===== config.mk =====
export PLATFORM = sky130hd
export DESIGN_NAME = mem_request_unit_flat
export DESIGN_NICKNAME = d
export VERILOG_FILES = /design/src/rtl/mem_request_unit_if.sv /design/src/rtl/mem_request_unit.sv /design/src/flat_wrapper.sv
export SDC_FILE = /design/constraint.sdc
export NUM_CORES = 1
export LEC_CHECK = 0
export CORE_MARGIN = 1
export CORE_UTILIZATION = 43
export DETAILED_ROUTE_END_ITERATION = 7
export GPL_TIMING_DRIVEN = 1
export HOLD_SLACK_MARGIN = 0.1
export PLACE_DENSITY = 0.78
export SETUP_SLACK_MARGIN = 0.1
export SLEW_MARGIN = 20
export SYNTH_ARGS = -nofsm -noshare
export SYNTH_HDL_FRONTEND = slang
export SYNTH_SLANG_ARGS = --single-unit

===== constraint.sdc =====
create_clock -name clk -period 2.4 [get_ports clk]
set_input_delay 0.48 -clock clk [delete_from_list [all_inputs] [get_ports clk]]
set_output_delay 0.48 -clock clk [all_outputs]
set_load 0.02 [all_outputs]

===== src/rtl/mem_request_unit_if.sv =====
// rtl/mem_request_unit_if.sv - request, response and memory-side signal bundle for mem_request_unit
//
// Purpose: carries every non-clock/reset signal of mem_request_unit.
//   master modport : requester plus memory side (drives requests and mem_q,
//                    observes ready/response/busy and memory controls)
//   slave modport  : the mem_request_unit itself
// Signals:
//   req_valid/req_ready/req_we/req_addr/req_wdata/req_len : request handshake
//   rsp_valid/rsp_data                                    : read return pulses
//   busy                                                  : request in progress
//   mem_addr/mem_data/mem_we                              : to memory (registered)
//   mem_q                                                 : from memory
interface mem_request_unit_if #(
    parameter int ADDR_W = 16,
    parameter int DATA_W = 16,
    parameter int LEN_W  = 4
);
    logic              req_valid;
    logic              req_ready;
    logic              req_we;
    logic [ADDR_W-1:0] req_addr;
    logic [DATA_W-1:0] req_wdata;
    logic [LEN_W-1:0]  req_len;
    logic              rsp_valid;
    logic [DATA_W-1:0] rsp_data;
    logic              busy;
    logic [ADDR_W-1:0] mem_addr;
    logic [DATA_W-1:0] mem_data;
    logic              mem_we;
    logic [DATA_W-1:0] mem_q;

    modport master (
        output req_valid,
        output req_we,
        output req_addr,
        output req_wdata,
        output req_len,
        output mem_q,
        input  req_ready,
        input  rsp_valid,
        input  rsp_data,
        input  busy,
        input  mem_addr,
        input  mem_data,
        input  mem_we
    );

    modport slave (
        input  req_valid,
        input  req_we,
        input  req_addr,
        input  req_wdata,
        input  req_len,
        input  mem_q,
        output req_ready,
        output rsp_valid,
        output rsp_data,
        output busy,
        output mem_addr,
        output mem_data,
        output mem_we
    );
endinterface


===== src/rtl/mem_request_unit.sv =====
// rtl/mem_request_unit.sv - load/store request controller for a single-port synchronous memory
//
// Purpose: accepts one request at a time over a valid/ready handshake and
// issues one word access per clock to the memory. A request covers
// req_len+1 consecutive words (address wraps modulo 2^ADDR_W). Writes fill
// every word with req_wdata; reads return each word as a one-cycle
// rsp_valid pulse, in address order, with no backpressure.
// Ports:
//   clk   : system clock, all state on the rising edge
//   reset : synchronous, active-high
//   bus   : mem_request_unit_if.slave (request, response and memory signals)
module mem_request_unit #(
    parameter int ADDR_W   = 16,
    parameter int DATA_W   = 16,
    parameter int LEN_W    = 4,
    parameter int READ_LAT = 1
) (
    input  logic         clk,
    input  logic         reset,
    mem_request_unit_if.slave bus
);

    typedef enum logic [1:0] {
        IDLE  = 2'd0,
        WRITE = 2'd1,
        READ  = 2'd2
    } state_t;

    state_t state_q;
    state_t state_d;

    // Memory-side registers; these feed the memory ports directly.
    logic [ADDR_W-1:0] mem_addr_q;
    logic [DATA_W-1:0] mem_data_q;
    logic              mem_we_q;

    // Response registers.
    logic              rsp_valid_q;
    logic [DATA_W-1:0] rsp_data_q;

    // issuing_q is set while mem_addr_q holds an access still to be
    // performed; rem_issue_q counts the accesses after the current one.
    logic              issuing_q;
    logic [LEN_W-1:0]  rem_issue_q;

    // Read returns still expected after the one currently being captured.
    logic [LEN_W-1:0]  rem_ret_q;

    // One bit per cycle of memory latency: bit j set means the read issued
    // j+1 cycles ago delivers its word on mem_q at the end of this cycle
    // when j reaches READ_LAT-1.
    logic [READ_LAT-1:0] vld_sr_q;

    logic accept;
    logic issue_rd;
    logic last_issue;
    logic capture;
    logic last_ret;

    // ------------------------------------------------------------------
    // FSM state register
    // ------------------------------------------------------------------
    always_ff @(posedge clk) begin
        if (reset) begin
            state_q <= IDLE;
        end else begin
            state_q <= state_d;
        end
    end

    // ------------------------------------------------------------------
    // FSM next-state and control decode
    // ------------------------------------------------------------------
    always_comb begin
        state_d    = state_q;
        accept     = 1'b0;
        issue_rd   = 1'b0;
        last_issue = issuing_q && (rem_issue_q == '0);
        capture    = vld_sr_q[READ_LAT-1];
        // The final return retires the request on the same edge that
        // raises its rsp_valid, so a new request can overlap that pulse.
        last_ret   = capture && (rem_ret_q == '0);

        case (state_q)
            IDLE: begin
                if (bus.req_valid && !reset) begin
                    accept  = 1'b1;
                    state_d = bus.req_we ? WRITE : READ;
                end
            end
            WRITE: begin
                if (last_issue) begin
                    state_d = IDLE;
                end
            end
            READ: begin
                issue_rd = issuing_q;
                if (last_ret) begin
                    state_d = IDLE;
                end
            end
            default: begin
                state_d = IDLE;
            end
        endcase
    end

    // ------------------------------------------------------------------
    // Datapath: address/data generation, read tracking, response capture
    // ------------------------------------------------------------------
    always_ff @(posedge clk) begin
        if (reset) begin
            mem_addr_q  <= '0;
            mem_data_q  <= '0;
            mem_we_q    <= 1'b0;
            rsp_valid_q <= 1'b0;
            rsp_data_q  <= '0;
            issuing_q   <= 1'b0;
            rem_issue_q <= '0;
            rem_ret_q   <= '0;
            vld_sr_q    <= '0;
        end else begin
            // Track which cycles carry a live read on mem_q.
            vld_sr_q[0] <= issue_rd;
            for (int j = 1; j < READ_LAT; j++) begin
                vld_sr_q[j] <= vld_sr_q[j-1];
            end

            rsp_valid_q <= 1'b0;
            if (capture) begin
                rsp_valid_q <= 1'b1;
                rsp_data_q  <= bus.mem_q;
                rem_ret_q   <= rem_ret_q - LEN_W'(1);
            end

            if (accept) begin
                // First access goes out in the cycle after the handshake.
                mem_addr_q  <= bus.req_addr;
                mem_we_q    <= bus.req_we;
                issuing_q   <= 1'b1;
                rem_issue_q <= bus.req_len;
                rem_ret_q   <= bus.req_len;
                // Reads leave mem_data untouched; only a fill loads it.
                if (bus.req_we) begin
                    mem_data_q <= bus.req_wdata;
                end
            end else if (issuing_q) begin
                if (last_issue) begin
                    issuing_q <= 1'b0;
                    mem_we_q  <= 1'b0;
                end else begin
                    mem_addr_q  <= mem_addr_q + ADDR_W'(1);
                    rem_issue_q <= rem_issue_q - LEN_W'(1);
                end
            end
        end
    end

    // ------------------------------------------------------------------
    // Outputs
    // ------------------------------------------------------------------
    assign bus.req_ready = (state_q == IDLE) && !reset;
    assign bus.busy      = (state_q != IDLE);
    assign bus.mem_addr  = mem_addr_q;
    assign bus.mem_data  = mem_data_q;
    assign bus.mem_we    = mem_we_q;
    assign bus.rsp_valid = rsp_valid_q;
    assign bus.rsp_data  = rsp_data_q;

endmodule


===== src/flat_wrapper.sv =====
// flat-port wrapper written by rule: the top's interface ports become plain ports
module mem_request_unit_flat 
#(
    parameter int ADDR_W   = 16,
    parameter int DATA_W   = 16,
    parameter int LEN_W    = 4,
    parameter int READ_LAT = 1
)
  (clk, reset, bus_req_valid, bus_req_we, bus_req_addr, bus_req_wdata, bus_req_len, bus_mem_q, bus_req_ready, bus_rsp_valid, bus_rsp_data, bus_busy, bus_mem_addr, bus_mem_data, bus_mem_we);
  mem_request_unit_if #(.ADDR_W(ADDR_W), .DATA_W(DATA_W), .LEN_W(LEN_W)) bus_i ();
  input  logic clk;
  input  logic reset;
  input wire logic [$bits(bus_i.req_valid)-1:0] bus_req_valid;
  input wire logic [$bits(bus_i.req_we)-1:0] bus_req_we;
  input wire logic [$bits(bus_i.req_addr)-1:0] bus_req_addr;
  input wire logic [$bits(bus_i.req_wdata)-1:0] bus_req_wdata;
  input wire logic [$bits(bus_i.req_len)-1:0] bus_req_len;
  input wire logic [$bits(bus_i.mem_q)-1:0] bus_mem_q;
  output wire logic [$bits(bus_i.req_ready)-1:0] bus_req_ready;
  output wire logic [$bits(bus_i.rsp_valid)-1:0] bus_rsp_valid;
  output wire logic [$bits(bus_i.rsp_data)-1:0] bus_rsp_data;
  output wire logic [$bits(bus_i.busy)-1:0] bus_busy;
  output wire logic [$bits(bus_i.mem_addr)-1:0] bus_mem_addr;
  output wire logic [$bits(bus_i.mem_data)-1:0] bus_mem_data;
  output wire logic [$bits(bus_i.mem_we)-1:0] bus_mem_we;
  assign bus_i.req_valid = bus_req_valid;
  assign bus_i.req_we = bus_req_we;
  assign bus_i.req_addr = bus_req_addr;
  assign bus_i.req_wdata = bus_req_wdata;
  assign bus_i.req_len = bus_req_len;
  assign bus_i.mem_q = bus_mem_q;
  assign bus_req_ready = bus_i.req_ready;
  assign bus_rsp_valid = bus_i.rsp_valid;
  assign bus_rsp_data = bus_i.rsp_data;
  assign bus_busy = bus_i.busy;
  assign bus_mem_addr = bus_i.mem_addr;
  assign bus_mem_data = bus_i.mem_data;
  assign bus_mem_we = bus_i.mem_we;
  mem_request_unit #(.ADDR_W(ADDR_W), .DATA_W(DATA_W), .LEN_W(LEN_W), .READ_LAT(READ_LAT)) u_core (.clk(clk), .reset(reset), .bus(bus_i));
endmodule

==> results of run 1 <==
==> where the power goes <==
part | total [mW] | switching, mW | internal (mW)
Sequential | 1.13 | 0.0492 | 1.08
Clock | 0.920 | 0.438 | 0.482
Combinational | 0.408 | 0.189 | 0.220
==> registers in the layout (all words and copies together) (netlist names) <==
register	count
u_core.bus.mem_addr	16
u_core.bus.mem_data	16
u_core.bus.mem_we	1
u_core.bus.rsp_data	16
u_core.bus.rsp_valid	1
u_core.capture	1
u_core.issuing_q	1
u_core.rem_issue_q	4
u_core.rem_ret_q	4
u_core.state_q	2
==> metal layers <==
layer / up-vias / wire, um
li1: 1269 / -
met1: 1176 / 2910
met2: 88 / 3110
met3: 12 / 576
met4: 0 / 89
met5: - / 0
==> layout by cell type, fill, tap and decap left out, types with 2 or more instances in the layout <==
master	n
sky130_fd_sc_hd__and3_1	2
sky130_fd_sc_hd__nand3_1	10
sky130_fd_sc_hd__nor3b_1	2
sky130_fd_sc_hd__nor4bb_1	2
sky130_fd_sc_hd__or4_2	2
sky130_fd_sc_hd__mux2i_1	16
sky130_fd_sc_hd__xor2_1	8
sky130_fd_sc_hd__o21bai_1	3
sky130_fd_sc_hd__dfxtp_1	62
sky130_fd_sc_hd__nor2_1	36
sky130_fd_sc_hd__a311oi_1	7
sky130_fd_sc_hd__clkdlybuf4s50_1	106
sky130_fd_sc_hd__ha_1	5
sky130_fd_sc_hd__o21ai_0	4
sky130_fd_sc_hd__inv_1	6
sky130_fd_sc_hd__nand4_2	2
sky130_fd_sc_hd__xnor2_1	5
sky130_fd_sc_hd__nand2_1	42
sky130_fd_sc_hd__or3_1	3
sky130_fd_sc_hd__nand4_1	2
sky130_fd_sc_hd__clkinv_4	2
sky130_fd_sc_hd__o31ai_1	2
sky130_fd_sc_hd__a211oi_1	8
sky130_fd_sc_hd__nor4_1	2
sky130_fd_sc_hd__a21oi_1	27
sky130_fd_sc_hd__clkbuf_8	9
sky130_fd_sc_hd__clkinv_2	2
sky130_fd_sc_hd__buf_4	10
sky130_fd_sc_hd__nor3_1	4
==> layout make-up <==
class / instances / area [um^2] / share of cell area [%]
multi-input combinational: 210 / 1290 / 32.2
tap: 75 / 93.8 / 2.34
timing repair buffer: 118 / 1160 / 29.0
clock inverter: 7 / 73.8 / 1.84
sequential: 62 / 1240 / 31.0
inverter: 6 / 22.5 / 0.563
clock buffer: 9 / 124 / 3.09
==> critical path: stages (launching register included) <==
cell	delay, ns
sky130_fd_sc_hd__dfxtp_1	0.35
sky130_fd_sc_hd__or2_2	0.32
sky130_fd_sc_hd__nor2_1	0.08
sky130_fd_sc_hd__clkdlybuf4s50_1	0.61
==> final timing paths <==
kind | slack (ns) | endpoint | startpoint | depth (start not counted)
min reg2reg | 0.46 | u_core.bus.mem_data[5] | u_core.bus.mem_data[5] | 2
min | 0.46 | u_core.bus.mem_data[5] | u_core.bus.mem_data[5] | 2
max reg2reg | 0.27 | u_core.bus.mem_addr[13] | u_core.rem_issue_q[0] | 6
max | 0.21 | bus_req_ready | u_core.state_q[1] | 3
==> cells by family (layout without fill, tap and decap cells) <==
group	after synthesis	in the layout	synth area share, %
AO/OA/AOI/OAI	56	56	13.3
XOR/XNOR	13	13	4.27
adder cells (fa/ha/maj)	5	5	2.35
AND/OR/NAND/NOR	120	120	22.3
buffers and inverters	26	140	5.21
flip-flops	62	62	46.5
multiplexers	16	16	6.00
==> impl_metrics.env, run 1 <==
export IMPL_cts_hold_buffers=0
export IMPL_fmax_mhz=457
export IMPL_grt_use_met1_pct=24.9
export IMPL_place_port_buffers=107
export IMPL_synth_fp_nets=359
export IMPL_post_route_cells_drive_above_1_share_pct=9.47
export IMPL_synth_edff_count=0
export IMPL_run_status="complete, no violations"
export IMPL_gr_total_overflow=0
export IMPL_overall_die_area_um2=6520
export IMPL_clock_latency_on_the_worst_skew_pair_ns=0.35
export IMPL_clk_path_buf_depth=2
export IMPL_power_density_nw_per_um2=613
export IMPL_first_global_vias=2530
export IMPL_grt_util_all_layers_pct=21.7
export IMPL_ys_ff_latch=62
export IMPL_synthesized_netlist_cell_count=298
export IMPL_postCtsResizedCells=0
export IMPL_post_place_cells=471
export IMPL_synth_largest_area_cell="sky130_fd_sc_hd__dfxtp_1"
export IMPL_power_total_mw=2.46
export IMPL_finalHoldWorstSlack_ns=0.458
export IMPL_finalNonFillerCells=487
export IMPL_maxSlewHeadroom_pct=62.3
export IMPL_drv_cap=0
export IMPL_synth_largest_type_area_fraction_pct=46.5
export IMPL_fill_cells=518
export IMPL_globalplace_congestion=0.786
export IMPL_synth_warnings=0
export IMPL_timing_critical_path_from_type="register"
export IMPL_routed_wirelength_normalized_by_instance_count_um=13.7
export IMPL_min_delay_path_class="register to register"
export IMPL_vdd_ir_drop_max_uv=470
export IMPL_clkSinkCount=62
export IMPL_tightest_slew_ns=0.564
export IMPL_hold_violations=0
export IMPL_synth_seq_area_share_pct=46.5
export IMPL_report_final_slew_viol_count=0
export IMPL_finalNetCount=468
export IMPL_synth_most_common_cell="sky130_fd_sc_hd__dfxtp_1"
export IMPL_placementRows=28
export IMPL_netlist_area_um2=2670
export IMPL_static_leakage_power_nw=1.41
export IMPL_critical_path_required_ns=1.92
export IMPL_worst_clock_skew_ns=0.0117
export IMPL_floorplan_die_width_um=80.8
export IMPL_setup_viol_count_final=0
export IMPL_clk_pin_slew_ns=0.08
export IMPL_design_portCount=108
export IMPL_insertedDiodeCount=0
export IMPL_die_y_um=80.8
export IMPL_vias_per_cell=5.23
export IMPL_netlist_cell_type_count=46
export IMPL_most_used_routing_layer_in_global_routing="met2"
export IMPL_routed_wirelength_mm=6.68
export IMPL_area_growth_from_synthesis_to_layout_pct=50.1
export IMPL_syn_mean_instance_area_um2=8.95
export IMPL_finalWorstPathRequiredPeriod_ns=2.19
export IMPL_grt_pass1_wl_mm=11.0
export IMPL_cts_tree="yes"
export IMPL_final_area_um2=4000
export IMPL_detailed_place_hpwl_mm=4.76
export IMPL_cell_area_after_placement_um2=3810
export IMPL_met2_capacity_usage_during_global_routing_pct=35.8
export IMPL_drtAntennaViolNets=0
export IMPL_grt_setup_unrepaired="no"
export IMPL_design_core_area_um2=5960
export IMPL_met3_usage_pct=7.87
export IMPL_post_route_util_pct=67.2
export IMPL_post_cts_buffers=0
export IMPL_via_count=2545
export IMPL_critPathArrivalTime_ns=1.71
export IMPL_critPathMaxFanout=5
export IMPL_dr_pass1_iters=4
export IMPL_initial_utilization_pct=44.8
export IMPL_cts_max_level=3
export IMPL_grt_start_max_net_pins=29
export IMPL_drtIter0Drc=68
export IMPL_ys_top_cells_by_area="sky130_fd_sc_hd__dfxtp_1 47%, sky130_fd_sc_hd__mux2i_1 6.0%, sky130_fd_sc_hd__nand2_1 5.9%"
export IMPL_final_period_utilization_pct=91.1
export IMPL_cts_root_buf="sky130_fd_sc_hd__clkbuf_8"
export IMPL_worstSetupEndpointType="output port"
export IMPL_ys_async_sr_fraction_pct=0
export IMPL_numCtsBuffers=9
export IMPL_grt_antenna_before_repair=0
export IMPL_pnr_worst_setup_slack_ns=0.213
export IMPL_fin_setup_tns_ns=0
export IMPL_place_worst_setup_slack_ns=0.202
export IMPL_critPathKind="register to output port"
export IMPL_post_route_drc_count=0
export IMPL_commonest_cells_in_the_synthesized_netlist="62 x sky130_fd_sc_hd__dfxtp_1, 42 x sky130_fd_sc_hd__nand2_1, 36 x sky130_fd_sc_hd__nor2_1, 27 x sky130_fd_sc_hd__a21oi_1, 16 x sky130_fd_sc_hd__mux2i_1"
export IMPL_synth_flop_cell="sky130_fd_sc_hd__dfxtp_1"
Note: power is estimated with default switching activity, not from simulation.
==> inputs of run 2 (changes only) <==
CORE_UTILIZATION = 46   (was 43)
GPL_ROUTABILITY_DRIVEN = 0   (was not set)
PLACE_DENSITY = 0.83   (was 0.78)
clock period = 2.8 ns   (was 2.4 ns; I/O delays follow)
==> run 2 against run 1 <==
Worst setup slack gained 0.32 ns. Count of clock-buffer cells in the layout grew 3. Critical endpoint unchanged. Largest power group unchanged. Sequential power shrank 15%. Wire length shrank 3.5%.
==> impl_metrics.env, run 2 (synthesis gave the netlist of run 1 again) <==
export IMPL_layout_common_cells="106 x sky130_fd_sc_hd__clkdlybuf4s50_1, 62 x sky130_fd_sc_hd__dfxtp_1, 42 x sky130_fd_sc_hd__nand2_1"
export IMPL_clock_latency_on_the_worst_skew_pair_ns=0.34
export IMPL_post_place_cells=466
export IMPL_report_final_slew_viol_count=0
export IMPL_timing_critical_path_max_delay_family="buffers and inverters"
export IMPL_dr_pass1_iters=4
export IMPL_fmax_mhz=441
export IMPL_routed_wirelength_mm=6.45
export IMPL_design_portCount=108
export IMPL_place_worst_setup_slack_ns=0.514
export IMPL_mostFrequentLayoutCell="sky130_fd_sc_hd__clkdlybuf4s50_1"
export IMPL_run_status="complete, no violations"
export IMPL_clock_power_share_pct=37.7
export IMPL_vdd_ir_drop_max_uv=556
export IMPL_multi_input_comb_area_um2=1290
export IMPL_timing_critical_path_buf_inv=1
export IMPL_cts_max_level=3
export IMPL_hold_violations=0
export IMPL_critPathKind="register to output port"
export IMPL_clk_path_buf_depth=2
export IMPL_initial_utilization_pct=48.1
export IMPL_finalWorstPathRequiredPeriod_ns=2.27
export IMPL_numCtsBuffers=9
export IMPL_setup_viol_count_final=0
export IMPL_crit_path_cell_trace="or2_2 -> nor2_1 -> clkdlybuf4s50_1"
export IMPL_power_report_internal_total_mw=1.56
export IMPL_insertedDiodeCount=0
export IMPL_final_period_utilization_pct=81.0
export IMPL_pnr_worst_setup_slack_ns=0.532
export IMPL_cts_root_buf="sky130_fd_sc_hd__clkbuf_8"
export IMPL_register_area_um2=1240
export IMPL_fill_cells=428
export IMPL_switching_share_pct=25.6
export IMPL_post_route_cells_drive_above_1_share_pct=8.78
export IMPL_overall_die_area_um2=6110
export IMPL_place_port_buffers=107
export IMPL_postCtsResizedCells=0
export IMPL_power_density_nw_per_um2=528
export IMPL_via_count=2475
export IMPL_maxSlewHeadroom_pct=53.0
export IMPL_area_growth_from_synthesis_to_layout_pct=49.0
export IMPL_drtAntennaViolNets=0
export IMPL_grt_util_all_layers_pct=21.8
export IMPL_critical_path_required_ns=2.24
export IMPL_placementRows=27
export IMPL_timing_critical_path_from_type="register"
export IMPL_static_leakage_power_nw=1.40
export IMPL_clk_pin_slew_ns=0.06
export IMPL_grt_start_max_net_pins=29
export IMPL_worstSetupEndpointType="output port"
export IMPL_critPathMaxStageDelay_ns=0.60
export IMPL_vias_per_cell=5.13
export IMPL_critical_path_slowest_cell="sky130_fd_sc_hd__clkdlybuf4s50_1"
export IMPL_post_cts_buffers=0
export IMPL_grt_pass1_wl_mm=10.5
export IMPL_power_switching_mw=0.537
export IMPL_power_combinational_fraction_pct=16.2
export IMPL_cts_tree="yes"
export IMPL_post_route_drc_count=0
export IMPL_critPathArrivalTime_ns=1.71
export IMPL_finalNonFillerCells=482
export IMPL_drtIter0Drc=106
export IMPL_post_route_util_pct=71.7
export IMPL_detailed_place_hpwl_mm=4.49
export IMPL_grt_antenna_before_repair=0
export IMPL_fin_setup_tns_ns=0
export IMPL_critPathMaxFanout=6
export IMPL_die_y_um=78.2
export IMPL_cts_hold_buffers=0
export IMPL_seq_power_share_pct=46.1
export IMPL_clkSinkCount=62
export IMPL_grt_setup_unrepaired="no"
export IMPL_worst_clock_skew_ns=0.0110
export IMPL_gr_total_overflow=0
export IMPL_tightest_slew_ns=0.703
export IMPL_floorplan_die_width_um=78.2
export IMPL_first_global_vias=2364
export IMPL_finalNetCount=466
export IMPL_min_delay_path_class="register to register"
export IMPL_design_core_area_um2=5540
export IMPL_drv_cap=0
export IMPL_routed_wirelength_normalized_by_instance_count_um=13.4
## run 2: cell types whose count changed in the layout (fill, tap and decap cells not counted), sizes merged
cell	before	now
buf	12	10
clkinvlp	1	0
clkbuf	9	12
inv	7	6
clkinv	4	3
## run 2: metal layers
metal	global-route usage (%)	wire, um	share of wire, %
met1	25.2	2790	43
met2	36.8	3030	47
met3	6.86	524	8.1
met5	0	0	0
met4	10.0	104	1.6
## run 2: final cells by class
cell class / count / share of cell area [%]
multi-input combinational: 210 / 32.4
inverter: 6 / 0.567
clock inverter: 4 / 1.13
clock buffer: 12 / 3.90
sequential: 62 / 31.2
timing repair buffer: 116 / 28.5
tap: 72 / 2.27
## run 2: power by group through the flow
stage,clock network (mW),logic (mW),registers [mW]
floorplan,0,0.147,1.01
global placement,0,0.333,0.983
detailed placement,0,0.339,0.985
CTS,0.805,0.342,0.965
global route,0.841,0.371,0.972
finish,0.792,0.340,0.966
## run 2: stage by stage
step                total power, mW  hold WS [ns]  instance area (um^2)
floorplan                      1.16         0.485                  2670
global placement               1.32         0.441                  3770
detailed placement             1.32         0.445                  3770
CTS                            2.11         0.454                  3980
global route                   2.18         0.471                  3980
finish                         2.10         0.451                  3980
## run 2: worst min-delay path, cell delays in order (launching register included)
cell,delay [ns]
sky130_fd_sc_hd__dfxtp_1,0.31
sky130_fd_sc_hd__nand2_1,0.05
sky130_fd_sc_hd__a21oi_1,0.05
## run 2: path summary, 6_finish.rpt
path / cells after the start / from / end / slack [ns]
worst min-delay path: 2 / u_core.bus.mem_data[1] / u_core.bus.mem_data[1] / 0.45
worst max register to register: 6 / u_core.rem_issue_q[0] / u_core.bus.mem_addr[15] / 0.72
worst max-delay path: 3 / u_core.state_q[0] / bus_req_ready / 0.53
worst min register to register: 2 / u_core.bus.mem_data[1] / u_core.bus.mem_data[1] / 0.45
